<file path="src/rtl/cp0_exception_unit_if.sv">
`default_nettype none
// ============================================================================
// Module      : cp0_exception_unit_if
// Description : Commit-stage CP0 access / exception bundle between the core
//               pipeline (master) and the CP0 exception unit (slave).
// Revision    : 1.0 - initial release
// ============================================================================
interface cp0_exception_unit_if #(
    parameter int NUM_HW_INT = 5
);
    logic                  InstValid;
    logic [31:0]           InstPC;
    logic                  InDelaySlot;
    logic                  ExcSyscall;
    logic                  ExcEret;
    logic                  CP0RE;
    logic [4:0]            CP0RAddr;
    logic                  CP0WE;
    logic [4:0]            CP0WAddr;
    logic [31:0]           CP0WData;
    logic [NUM_HW_INT-1:0] HwInt;
    logic [31:0]           CP0RData;
    logic                  Flush;
    logic                  PcLoad;
    logic [31:0]           PcTarget;
    logic                  TimerIrq;

    modport master (
        output InstValid, InstPC, InDelaySlot, ExcSyscall, ExcEret,
               CP0RE, CP0RAddr, CP0WE, CP0WAddr, CP0WData, HwInt,
        input  CP0RData, Flush, PcLoad, PcTarget, TimerIrq
    );

    modport slave (
        input  InstValid, InstPC, InDelaySlot, ExcSyscall, ExcEret,
               CP0RE, CP0RAddr, CP0WE, CP0WAddr, CP0WData, HwInt,
        output CP0RData, Flush, PcLoad, PcTarget, TimerIrq
    );
endinterface
`default_nettype wire

</file>
<file path="src/rtl/cp0_exception_unit.sv">
`default_nettype none
// ============================================================================
// Module      : cp0_exception_unit
// Description : MIPS32 CP0 register file (Count, Compare, Status, Cause, EPC)
//               with synchronised HW interrupts, Count/Compare timer and a
//               two-state exception sequencer (flush, then PC redirect).
// Revision    : 1.0 - initial release
// ============================================================================
module cp0_exception_unit #(
    parameter int          NUM_HW_INT = 5,
    parameter logic [31:0] EXC_VECTOR = 32'h0000_8000,
    parameter int          COUNT_DIV  = 2
) (
    input  logic                  clk,
    input  logic                  rst_n,
    cp0_exception_unit_if.slave   bus
);

    localparam int              c_PS_W     = (COUNT_DIV > 1) ? $clog2(COUNT_DIV) : 1;
    localparam logic [c_PS_W-1:0] c_PS_MAX = c_PS_W'(COUNT_DIV - 1);
    localparam logic [4:0]      c_REG_COUNT   = 5'd9;
    localparam logic [4:0]      c_REG_COMPARE = 5'd11;
    localparam logic [4:0]      c_REG_STATUS  = 5'd12;
    localparam logic [4:0]      c_REG_CAUSE   = 5'd13;
    localparam logic [4:0]      c_REG_EPC     = 5'd14;
    localparam logic [4:0]      c_EXC_INT     = 5'd0;
    localparam logic [4:0]      c_EXC_SYS     = 5'd8;

    typedef enum logic [0:0] {
        ST_NORMAL   = 1'b0,
        ST_REDIRECT = 1'b1
    } state_t;

    state_t                  r_state;
    state_t                  w_state_nxt;

    logic [NUM_HW_INT-1:0]   r_sync1;
    logic [NUM_HW_INT-1:0]   r_sync2;
    logic [31:0]             r_count;
    logic [c_PS_W-1:0]       r_prescale;
    logic [31:0]             r_compare;
    logic                    r_ie;
    logic                    r_exl;
    logic [7:0]              r_im;
    logic                    r_bd;
    logic                    r_ti;
    logic [1:0]              r_ip_sw;
    logic [4:0]              r_exc_code;
    logic [31:0]             r_epc;
    logic [31:0]             r_target;

    logic [4:0]              w_ip_hw;
    logic [7:0]              w_ip;
    logic                    w_int_pending;
    logic                    w_active;
    logic                    w_take_int;
    logic                    w_take_sys;
    logic                    w_take_eret;
    logic                    w_take_exc;
    logic                    w_flush;
    logic                    w_wr_en;
    logic                    w_wr_count;
    logic                    w_wr_compare;
    logic                    w_tick;
    logic [31:0]             w_count_inc;
    logic [31:0]             w_status;
    logic [31:0]             w_cause;
    logic [31:0]             w_rdata;

    // Map synchronised HW lines onto IP2..IP6; lines beyond NUM_HW_INT read 0.
    generate
        for (genvar i = 0; i < 5; i++) begin : g_ip_hw
            if (i < NUM_HW_INT) begin : g_used
                assign w_ip_hw[i] = r_sync2[i];
            end else begin : g_unused
                assign w_ip_hw[i] = 1'b0;
            end
        end
    endgenerate

    assign w_ip          = {r_ti, w_ip_hw, r_ip_sw};
    assign w_int_pending = (|(w_ip & r_im)) & r_ie & ~r_exl;
    assign w_status      = {16'h0, r_im, 6'h0, r_exl, r_ie};
    assign w_cause       = {r_bd, r_ti, 14'h0, w_ip, 1'b0, r_exc_code, 2'b00};
    assign w_count_inc   = r_count + 32'd1;

    // MTC0 commits only for a valid instruction in NORMAL that is not flushed.
    assign w_wr_en       = bus.InstValid & bus.CP0WE & (r_state == ST_NORMAL) & ~w_flush;
    assign w_wr_count    = w_wr_en & (bus.CP0WAddr == c_REG_COUNT);
    assign w_wr_compare  = w_wr_en & (bus.CP0WAddr == c_REG_COMPARE);
    assign w_tick        = ~w_wr_count & (r_prescale == c_PS_MAX);
    assign w_take_exc    = w_take_int | w_take_sys;

    // Sequencer state register.
    always_ff @(posedge clk or negedge rst_n) begin
        if (!rst_n) r_state <= ST_NORMAL;
        else        r_state <= w_state_nxt;
    end

    // Event arbitration (interrupt > syscall > eret) and next state.
    always_comb begin
        w_state_nxt = r_state;
        w_active    = 1'b0;
        w_take_int  = 1'b0;
        w_take_sys  = 1'b0;
        w_take_eret = 1'b0;
        w_flush     = 1'b0;
        case (r_state)
            ST_NORMAL: begin
                w_active = bus.InstValid;
                if (w_active && w_int_pending)   w_take_int  = 1'b1;
                else if (w_active && bus.ExcSyscall) w_take_sys  = 1'b1;
                else if (w_active && bus.ExcEret)    w_take_eret = 1'b1;
                w_flush = w_take_int | w_take_sys | w_take_eret;
                if (w_flush) w_state_nxt = ST_REDIRECT;
            end
            ST_REDIRECT: w_state_nxt = ST_NORMAL;
            default:     w_state_nxt = ST_NORMAL;
        endcase
    end

    assign bus.Flush    = w_flush;
    assign bus.PcLoad   = (r_state == ST_REDIRECT);
    assign bus.PcTarget = (r_state == ST_REDIRECT) ? r_target : 32'h0;
    assign bus.TimerIrq = r_ti;

    // Two-flop synchroniser for the asynchronous interrupt requests.
    always_ff @(posedge clk or negedge rst_n) begin
        if (!rst_n) begin
            r_sync1 <= '0;
            r_sync2 <= '0;
        end else begin
            r_sync1 <= bus.HwInt;
            r_sync2 <= r_sync1;
        end
    end

    // Count with prescaler; an MTC0 to Count reloads it and restarts the prescaler.
    always_ff @(posedge clk or negedge rst_n) begin
        if (!rst_n) begin
            r_count    <= 32'h0;
            r_prescale <= '0;
        end else if (w_wr_count) begin
            r_count    <= bus.CP0WData;
            r_prescale <= '0;
        end else if (r_prescale == c_PS_MAX) begin
            r_count    <= w_count_inc;
            r_prescale <= '0;
        end else begin
            r_prescale <= r_prescale + c_PS_W'(1);
        end
    end

    // Compare register and timer flag; a Compare write beats a same-edge match.
    always_ff @(posedge clk or negedge rst_n) begin
        if (!rst_n) begin
            r_compare <= 32'h0;
            r_ti      <= 1'b0;
        end else if (w_wr_compare) begin
            r_compare <= bus.CP0WData;
            r_ti      <= 1'b0;
        end else if (w_tick && (w_count_inc == r_compare)) begin
            r_ti      <= 1'b1;
        end
    end

    // Status: exception entry sets EXL, ERET clears it, otherwise MTC0.
    always_ff @(posedge clk or negedge rst_n) begin
        if (!rst_n) begin
            r_ie  <= 1'b0;
            r_exl <= 1'b0;
            r_im  <= 8'h0;
        end else if (w_take_exc) begin
            r_exl <= 1'b1;
        end else if (w_take_eret) begin
            r_exl <= 1'b0;
        end else if (w_wr_en && (bus.CP0WAddr == c_REG_STATUS)) begin
            r_ie  <= bus.CP0WData[0];
            r_exl <= bus.CP0WData[1];
            r_im  <= bus.CP0WData[15:8];
        end
    end

    // Cause/EPC: exception entry records the cause and restart address.
    always_ff @(posedge clk or negedge rst_n) begin
        if (!rst_n) begin
            r_bd       <= 1'b0;
            r_exc_code <= 5'h0;
            r_ip_sw    <= 2'b00;
            r_epc      <= 32'h0;
        end else if (w_take_exc) begin
            r_bd       <= bus.InDelaySlot;
            r_exc_code <= w_take_int ? c_EXC_INT : c_EXC_SYS;
            r_epc      <= bus.InDelaySlot ? (bus.InstPC - 32'd4) : bus.InstPC;
        end else if (w_wr_en) begin
            if (bus.CP0WAddr == c_REG_CAUSE) r_ip_sw <= bus.CP0WData[9:8];
            if (bus.CP0WAddr == c_REG_EPC)   r_epc   <= bus.CP0WData;
        end
    end

    // Redirect target latched with the event, presented during REDIRECT.
    always_ff @(posedge clk or negedge rst_n) begin
        if (!rst_n)           r_target <= 32'h0;
        else if (w_take_exc)  r_target <= EXC_VECTOR;
        else if (w_take_eret) r_target <= r_epc;
    end

    // MFC0 read mux: pre-edge register values, unimplemented numbers read 0.
    always_comb begin
        w_rdata = 32'h0;
        if (bus.InstValid && bus.CP0RE) begin
            case (bus.CP0RAddr)
                c_REG_COUNT:   w_rdata = r_count;
                c_REG_COMPARE: w_rdata = r_compare;
                c_REG_STATUS:  w_rdata = w_status;
                c_REG_CAUSE:   w_rdata = w_cause;
                c_REG_EPC:     w_rdata = r_epc;
                default:       w_rdata = 32'h0;
            endcase
        end
    end

    assign bus.CP0RData = w_rdata;

endmodule
`default_nettype wire

</file>
<file path="src/flat_wrapper.sv">
// flat-port wrapper written by rule: the top's interface ports become plain ports
module cp0_exception_unit_flat 
#(
    parameter int          NUM_HW_INT = 5,
    parameter logic [31:0] EXC_VECTOR = 32'h0000_8000,
    parameter int          COUNT_DIV  = 2
)
  (clk, rst_n, bus_InstValid, bus_InstPC, bus_InDelaySlot, bus_ExcSyscall, bus_ExcEret, bus_CP0RE, bus_CP0RAddr, bus_CP0WE, bus_CP0WAddr, bus_CP0WData, bus_HwInt, bus_CP0RData, bus_Flush, bus_PcLoad, bus_PcTarget, bus_TimerIrq);
  cp0_exception_unit_if #(.NUM_HW_INT(NUM_HW_INT)) bus_i ();
  input  logic clk;
  input  logic rst_n;
  input wire logic [$bits(bus_i.InstValid)-1:0] bus_InstValid;
  input wire logic [$bits(bus_i.InstPC)-1:0] bus_InstPC;
  input wire logic [$bits(bus_i.InDelaySlot)-1:0] bus_InDelaySlot;
  input wire logic [$bits(bus_i.ExcSyscall)-1:0] bus_ExcSyscall;
  input wire logic [$bits(bus_i.ExcEret)-1:0] bus_ExcEret;
  input wire logic [$bits(bus_i.CP0RE)-1:0] bus_CP0RE;
  input wire logic [$bits(bus_i.CP0RAddr)-1:0] bus_CP0RAddr;
  input wire logic [$bits(bus_i.CP0WE)-1:0] bus_CP0WE;
  input wire logic [$bits(bus_i.CP0WAddr)-1:0] bus_CP0WAddr;
  input wire logic [$bits(bus_i.CP0WData)-1:0] bus_CP0WData;
  input wire logic [$bits(bus_i.HwInt)-1:0] bus_HwInt;
  output wire logic [$bits(bus_i.CP0RData)-1:0] bus_CP0RData;
  output wire logic [$bits(bus_i.Flush)-1:0] bus_Flush;
  output wire logic [$bits(bus_i.PcLoad)-1:0] bus_PcLoad;
  output wire logic [$bits(bus_i.PcTarget)-1:0] bus_PcTarget;
  output wire logic [$bits(bus_i.TimerIrq)-1:0] bus_TimerIrq;
  assign bus_i.InstValid = bus_InstValid;
  assign bus_i.InstPC = bus_InstPC;
  assign bus_i.InDelaySlot = bus_InDelaySlot;
  assign bus_i.ExcSyscall = bus_ExcSyscall;
  assign bus_i.ExcEret = bus_ExcEret;
  assign bus_i.CP0RE = bus_CP0RE;
  assign bus_i.CP0RAddr = bus_CP0RAddr;
  assign bus_i.CP0WE = bus_CP0WE;
  assign bus_i.CP0WAddr = bus_CP0WAddr;
  assign bus_i.CP0WData = bus_CP0WData;
  assign bus_i.HwInt = bus_HwInt;
  assign bus_CP0RData = bus_i.CP0RData;
  assign bus_Flush = bus_i.Flush;
  assign bus_PcLoad = bus_i.PcLoad;
  assign bus_PcTarget = bus_i.PcTarget;
  assign bus_TimerIrq = bus_i.TimerIrq;
  cp0_exception_unit #(.NUM_HW_INT(NUM_HW_INT), .EXC_VECTOR(EXC_VECTOR), .COUNT_DIV(COUNT_DIV)) u_core (.clk(clk), .rst_n(rst_n), .bus(bus_i));
endmodule
</file>
<file path="config.mk">
export PLATFORM = sky130hd
export DESIGN_NAME = cp0_exception_unit_flat
export DESIGN_NICKNAME = d
export VERILOG_FILES = /design/src/rtl/cp0_exception_unit_if.sv /design/src/rtl/cp0_exception_unit.sv /design/src/flat_wrapper.sv
export SDC_FILE = /design/constraint.sdc
export NUM_CORES = 1
export LEC_CHECK = 0
export ABC_AREA = 1
export ABC_CLOCK_PERIOD_IN_PS = 2270
export BUFFER_PORTS_ARGS = -buffer_cell sky130_fd_sc_hd__buf_2
export CAP_MARGIN = 20
export CORE_ASPECT_RATIO = 1.4
export CORE_MARGIN = 8
export CORE_UTILIZATION = 58
export DETAILED_ROUTE_END_ITERATION = 10
export PLACE_DENSITY_LB_ADDON = 0.2
export SETUP_SLACK_MARGIN = 0.5
export SYNTH_ARGS = -nofsm -noshare
export SYNTH_HDL_FRONTEND = slang
export SYNTH_SLANG_ARGS = --single-unit
</file>
<file path="constraint.sdc">
create_clock -name clk -period 2.27 [get_ports clk]
set_clock_uncertainty 0.2 [all_clocks]
set_input_delay 0.454 -clock clk [delete_from_list [all_inputs] [get_ports clk]]
set_output_delay 0.454 -clock clk [all_outputs]
set_load 0.05 [all_outputs]
</file>
==> results of run 1 <==
cells by family after synthesis:
family	Yosys count	synth area share (%)
buf+inv	272	10.9
compound gates	232	15.7
simple gates	667	29.5
xor+xnor	26	2.83
fa+ha+maj	2	0.263
flops	155	40.8
metrics by stage:
stage          cell area, µm²  utilization, %  hold slack, ns  setup TNS [ns]  std cells
3_5_place_dp            12800            79.6           0.137          -19.87       1839
3_3_place_gp            12800            79.6           0.136           -8.94       1839
2_1_floorplan           10800               -         -0.0416          -0.210       1354
==> summary.md, run 1 <==
| Metric | Value |
|---|---|
| Outcome | did not finish |
| H-tree levels | 4 |
| Die width | 124 µm |
| Ys async rst share | 100% |
| Area leader, netlist | dfrtp_1 |
| Chip height | 168 µm |
| Starting Density | 59.1% |
| Postcts setup bufs | 52 |
| Clock Sinks | 155 |
| Cts repair resizes | 502 |
| Yosys reg bits | 155 |
| CTS Buffer Depth | 2 |
| Port Buffers | 153 |
| CTS root buf | clkbuf_16 |
| First Err | [ERROR DPL-0038] Utilization greater than 100%, impossible to legalize |
| Last stage reached | clock tree synthesis (4_1_cts) |
| Row cnt | 55 |
| Synth Area per Inst | 7.03 µm² |
| Post-Place Worst Slack | -0.393 ns |
| Syn_nets | 1,443 |
| Mapped cell area | 9520 µm² |
| Sequential-to-total area share from yosys stat | 40.8% |
| Yosys warning count | 0 |
| Most numerous cell in the Yosys netlist | nand2_1 |
| DP HPWL | 31.9 mm |
| I/O pin total | 154 |
| Post-synth EDFFs | 0 |
| Syn Inst Count | 1,354 |
| Top post-synthesis cells by area | dfrtp_1 (41%), nand2_1 (16%), inv_1 (8.8%) |
| Hold Buf Count CTS | 6 |
| Post-synth top flop | dfrtp_1 |
| Netlist cell types | 40 |
| CTS buffer count | 17 |
| Commonest cells in the netlist | nand2_1 (394), inv_1 (222), dfrtp_1 (155) |
| Share of the synthesized area in the top cell type | 40.8% |
| RD Place Congestion | 1.03 |
==> run 2: changes to the inputs <==
--- a/config.mk
+++ b/config.mk
@@ -9,12 +9,10 @@
 export ABC_CLOCK_PERIOD_IN_PS = 2270
 export BUFFER_PORTS_ARGS = -buffer_cell sky130_fd_sc_hd__buf_2
 export CAP_MARGIN = 20
-export CORE_ASPECT_RATIO = 1.4
 export CORE_MARGIN = 8
-export CORE_UTILIZATION = 58
+export CORE_UTILIZATION = 40
 export DETAILED_ROUTE_END_ITERATION = 10
-export PLACE_DENSITY_LB_ADDON = 0.2
-export SETUP_SLACK_MARGIN = 0.5
+export PLACE_DENSITY_LB_ADDON = 0.15
 export SYNTH_ARGS = -nofsm -noshare
 export SYNTH_HDL_FRONTEND = slang
 export SYNTH_SLANG_ARGS = --single-unit
==> run 2 against run 1 <==
- the flow now finishes, with violations (negative setup slack)
- synthesized cell count did not move
- area after synthesis did not move
==> summary.md, run 2 <==
| Metric | Value |
|---|---|
| RSZ-0062 raised after global routing | yes |
| Setup TNS | -20.37 ns |
| Busiest grt layer | met2 |
| Combinational family with the most area after synthesis | simple AND/OR/NAND/NOR gates |
| Adder-Cell Fraction of Synth Area | 0.263% |
| FILL cells | 1,958 |
| DR vias/cell | 5.41 |
| Final Max Tran Viols | 0 |
| Starting Density | 40.7% |
| Mux share of post-synthesis cell area | 0% |
| DP HPWL | 30.7 mm |
| Arr. time, crit path | 1.88 ns |
| Sequential-to-total area share from yosys stat | 40.8% |
| Final WS setup | -0.264 ns |
| Synth Area per Inst | 7.03 µm² |
| Global Route Usage Sum | 28.2% |
| Required @ worst endpoint | 1.62 ns |
| Pleak | 7.25 nW |
| Port Buffers | 153 |
| ANT cells | 0 |
| H-tree levels | 4 |
| Rel. slew slack | 43.0% |
| Netlist cell types | 40 |
| Most frequent cells in the layout | nand2_1 (350), inv_1 (190), dfrtp_1 (152) |
| Most numerous cell in the Yosys netlist | nand2_1 |
| CTS clk-pin slew, worst paths | 0.08 ns |
| Synthesis-to-layout area growth | 61.0% |
| Fmax | 395 MHz |
| Hold Crit Class | primary input to register |
| Fin crit share | 112% |
| Clock latency on the worst-skew pair | 0.44 ns |
| CTS tree | done |
| Mapped cell area | 9520 µm² |
| Fin. Hold Viols | 0 |
| Number of global-route vias before repair | 10,700 |
| Max-cap violations | 0 |
| Post-synth EDFFs | 0 |
| Failing checks | negative setup slack |
| Met3 Track Usage GR | 5.47% |
| Post-synth top flop | dfrtp_1 |
| I/O pin total | 154 |
| Area leader, netlist | dfrtp_1 |
| Die width | 170 µm |
| Final min period | 2.53 ns |
| CP Class | register to output port |
| Chip height | 170 µm |
| Worst ir drop on vdd | 0.398 mV |
| Crit path max fanout | 2 |
| Worst slew pin tran | 0.847 ns |
| Top post-synthesis cells by area | dfrtp_1 (41%), nand2_1 (16%), inv_1 (8.8%) |
| Post-Place Worst Slack | -0.390 ns |
| DR vias | 11,000 |
| Final setup fails | 138 |
| Cell Pwr Density | 681 nW/µm² |
| GR Util met2 | 44.7% |
| Worst Setup End Kind | output port |
| Routed len/inst | 21.1 µm |
| CTS buffer count | 17 |
| Syn Inst Count | 1,354 |
| RD Place Congestion | 0.928 |
| Commonest cells in the netlist | nand2_1 (394), inv_1 (222), dfrtp_1 (155) |
| Syn_nets | 1,443 |
| Pre-antenna DRT Iters | 8 |
| Layout cell share with drive strength beyond 1 | 39.6% |
| NumNets Final | 1,792 |
| CP startpoint kind | register |
| Share of the synthesized area in the top cell type | 40.8% |
| Grt total ovfl | 0 |
| First-pass GRT wire length | 62.2 mm |
| Largest net degree at the start of global routing | 45 |
| Most common cell after layout, fill and taps aside | nand2_1 |
| Iter 0 DRT Violations | 1,088 |
| Post-Route WL | 43.0 mm |
| Row cnt | 56 |
| CTS Buffer Depth | 2 |
| ANT nets after route | 0 |
| Synth Area in Compound Gates | 15.7% |
| Residual DRC | 0 |
| Clock Sinks | 155 |
| Xor/xnor share of the synthesized area | 2.83% |
| DIE AREA | 29,000 µm² |
| Core area | 23,400 µm² |
| CTS root buf | clkbuf_16 |
| Met1 Use GR | 38.7% |
| Yosys warning count | 0 |
| Ys async rst share | 100% |
| Simple-Gate Fraction of Synth Area | 29.5% |
| Final core utilization | 65.5% |
| Outcome | complete, but fails checks |
| Initial antenna violation count | 0 |
| Yosys reg bits | 155 |
run 2: cell counts after synthesis:
No cell type changed its count.
run 2: logic make-up after synthesis:
| family | after synthesis |
|---|---|
| AOI/OAI and AO/OA | 232 |
| xor gates and xnor gates | 26 |
| adders and majority gates | 2 |
| buffers and inverters | 272 |
| DFF | 155 |
| and+or+nand+nor | 667 |
run 2: final timing paths:
| check | endpoint | startpoint | slack [ns] | cells after the start |
|---|---|---|---|---|
| max | bus_Flush | u_core.r_im[2] | -0.26 | 10 |
| min | u_core.r_epc[1] | bus_InstPC[1] | 0.06 | 3 |
| max reg2reg | u_core.r_count[21] | u_core.r_im[2] | -0.22 | 16 |
| min reg2reg | u_core.r_sync2[0] | u_core.r_sync1[0] | 0.15 | 0 |
| max in group asynchronous | u_core.r_count[29] | rst_n | 0.95 | 3 |
| min in group asynchronous | u_core.r_im[1] | rst_n | 0.27 | 2 |
run 2: critical path, stage by stage (launching register included):
cell and delay (ns):
dfrtp_1 0.40, inv_1 0.09, o21ai_1 0.09, nor2_2 0.20, nand2_2 0.10, nand2_2 0.09, buf_6 0.10, nand3_4 0.06
nand2_4 0.08, buf_6 0.10, buf_8 0.13
run 2: power breakdown:
| part | switching [mW] | internal [mW] |
|---|---|---|
| Clock | 1.44 | 1.49 |
| Sequential | 0.526 | 3.25 |
| Combinational | 2.23 | 1.51 |
| Total | 4.20 | 6.25 |
run 2: area by class of cell:
class                   count  area, µm²  area share [%]
flip-flops and latches    155       3880            25.3
well taps                 319        399            2.60
inverters                 228        918            5.99
repair buffers            371       3460            22.5
repair inverters            2       23.8           0.155
clock inverters            15        174            1.13
clock buffers              17        425            2.78
multi-input cells         928       6050            39.5
run 2: through the flow:
| step | hold slack [ns] | power, mW | cell area (µm²) | instances |
|---|---|---|---|---|
| 2_1_floorplan | -0.0416 | 5.30 | 9720 | 1354 |
| 3_3_place_gp | 0.133 | 6.72 | 12000 | 1941 |
| 3_5_place_dp | 0.137 | 6.74 | 12000 | 1941 |
| 4_1_cts | 0.0647 | 10.1 | 14300 | 2018 |
| 5_1_grt | 0.0704 | 10.9 | 15300 | 2035 |
| 6_report | 0.0643 | 10.4 | 15300 | 2035 |
run 2: layer usage:
layer	vias to the layer above	share of wire [%]
li1	5119	-
met1	5290	43
met2	510	46
met3	95	7.9
met4	0	2.9
met5	-	0
run 2: repair_timing:
action | CTS | global route
hold endpoints to repair | 28 | 0
buffers inserted | 37 | 11
cloned | 8 | 13
setup endpoints to repair | 131 | 166
hold buffers | 6 | 0
pin swaps | 42 | 32
resized for setup | 324 | 192
(Power assumes the default switching activity.)
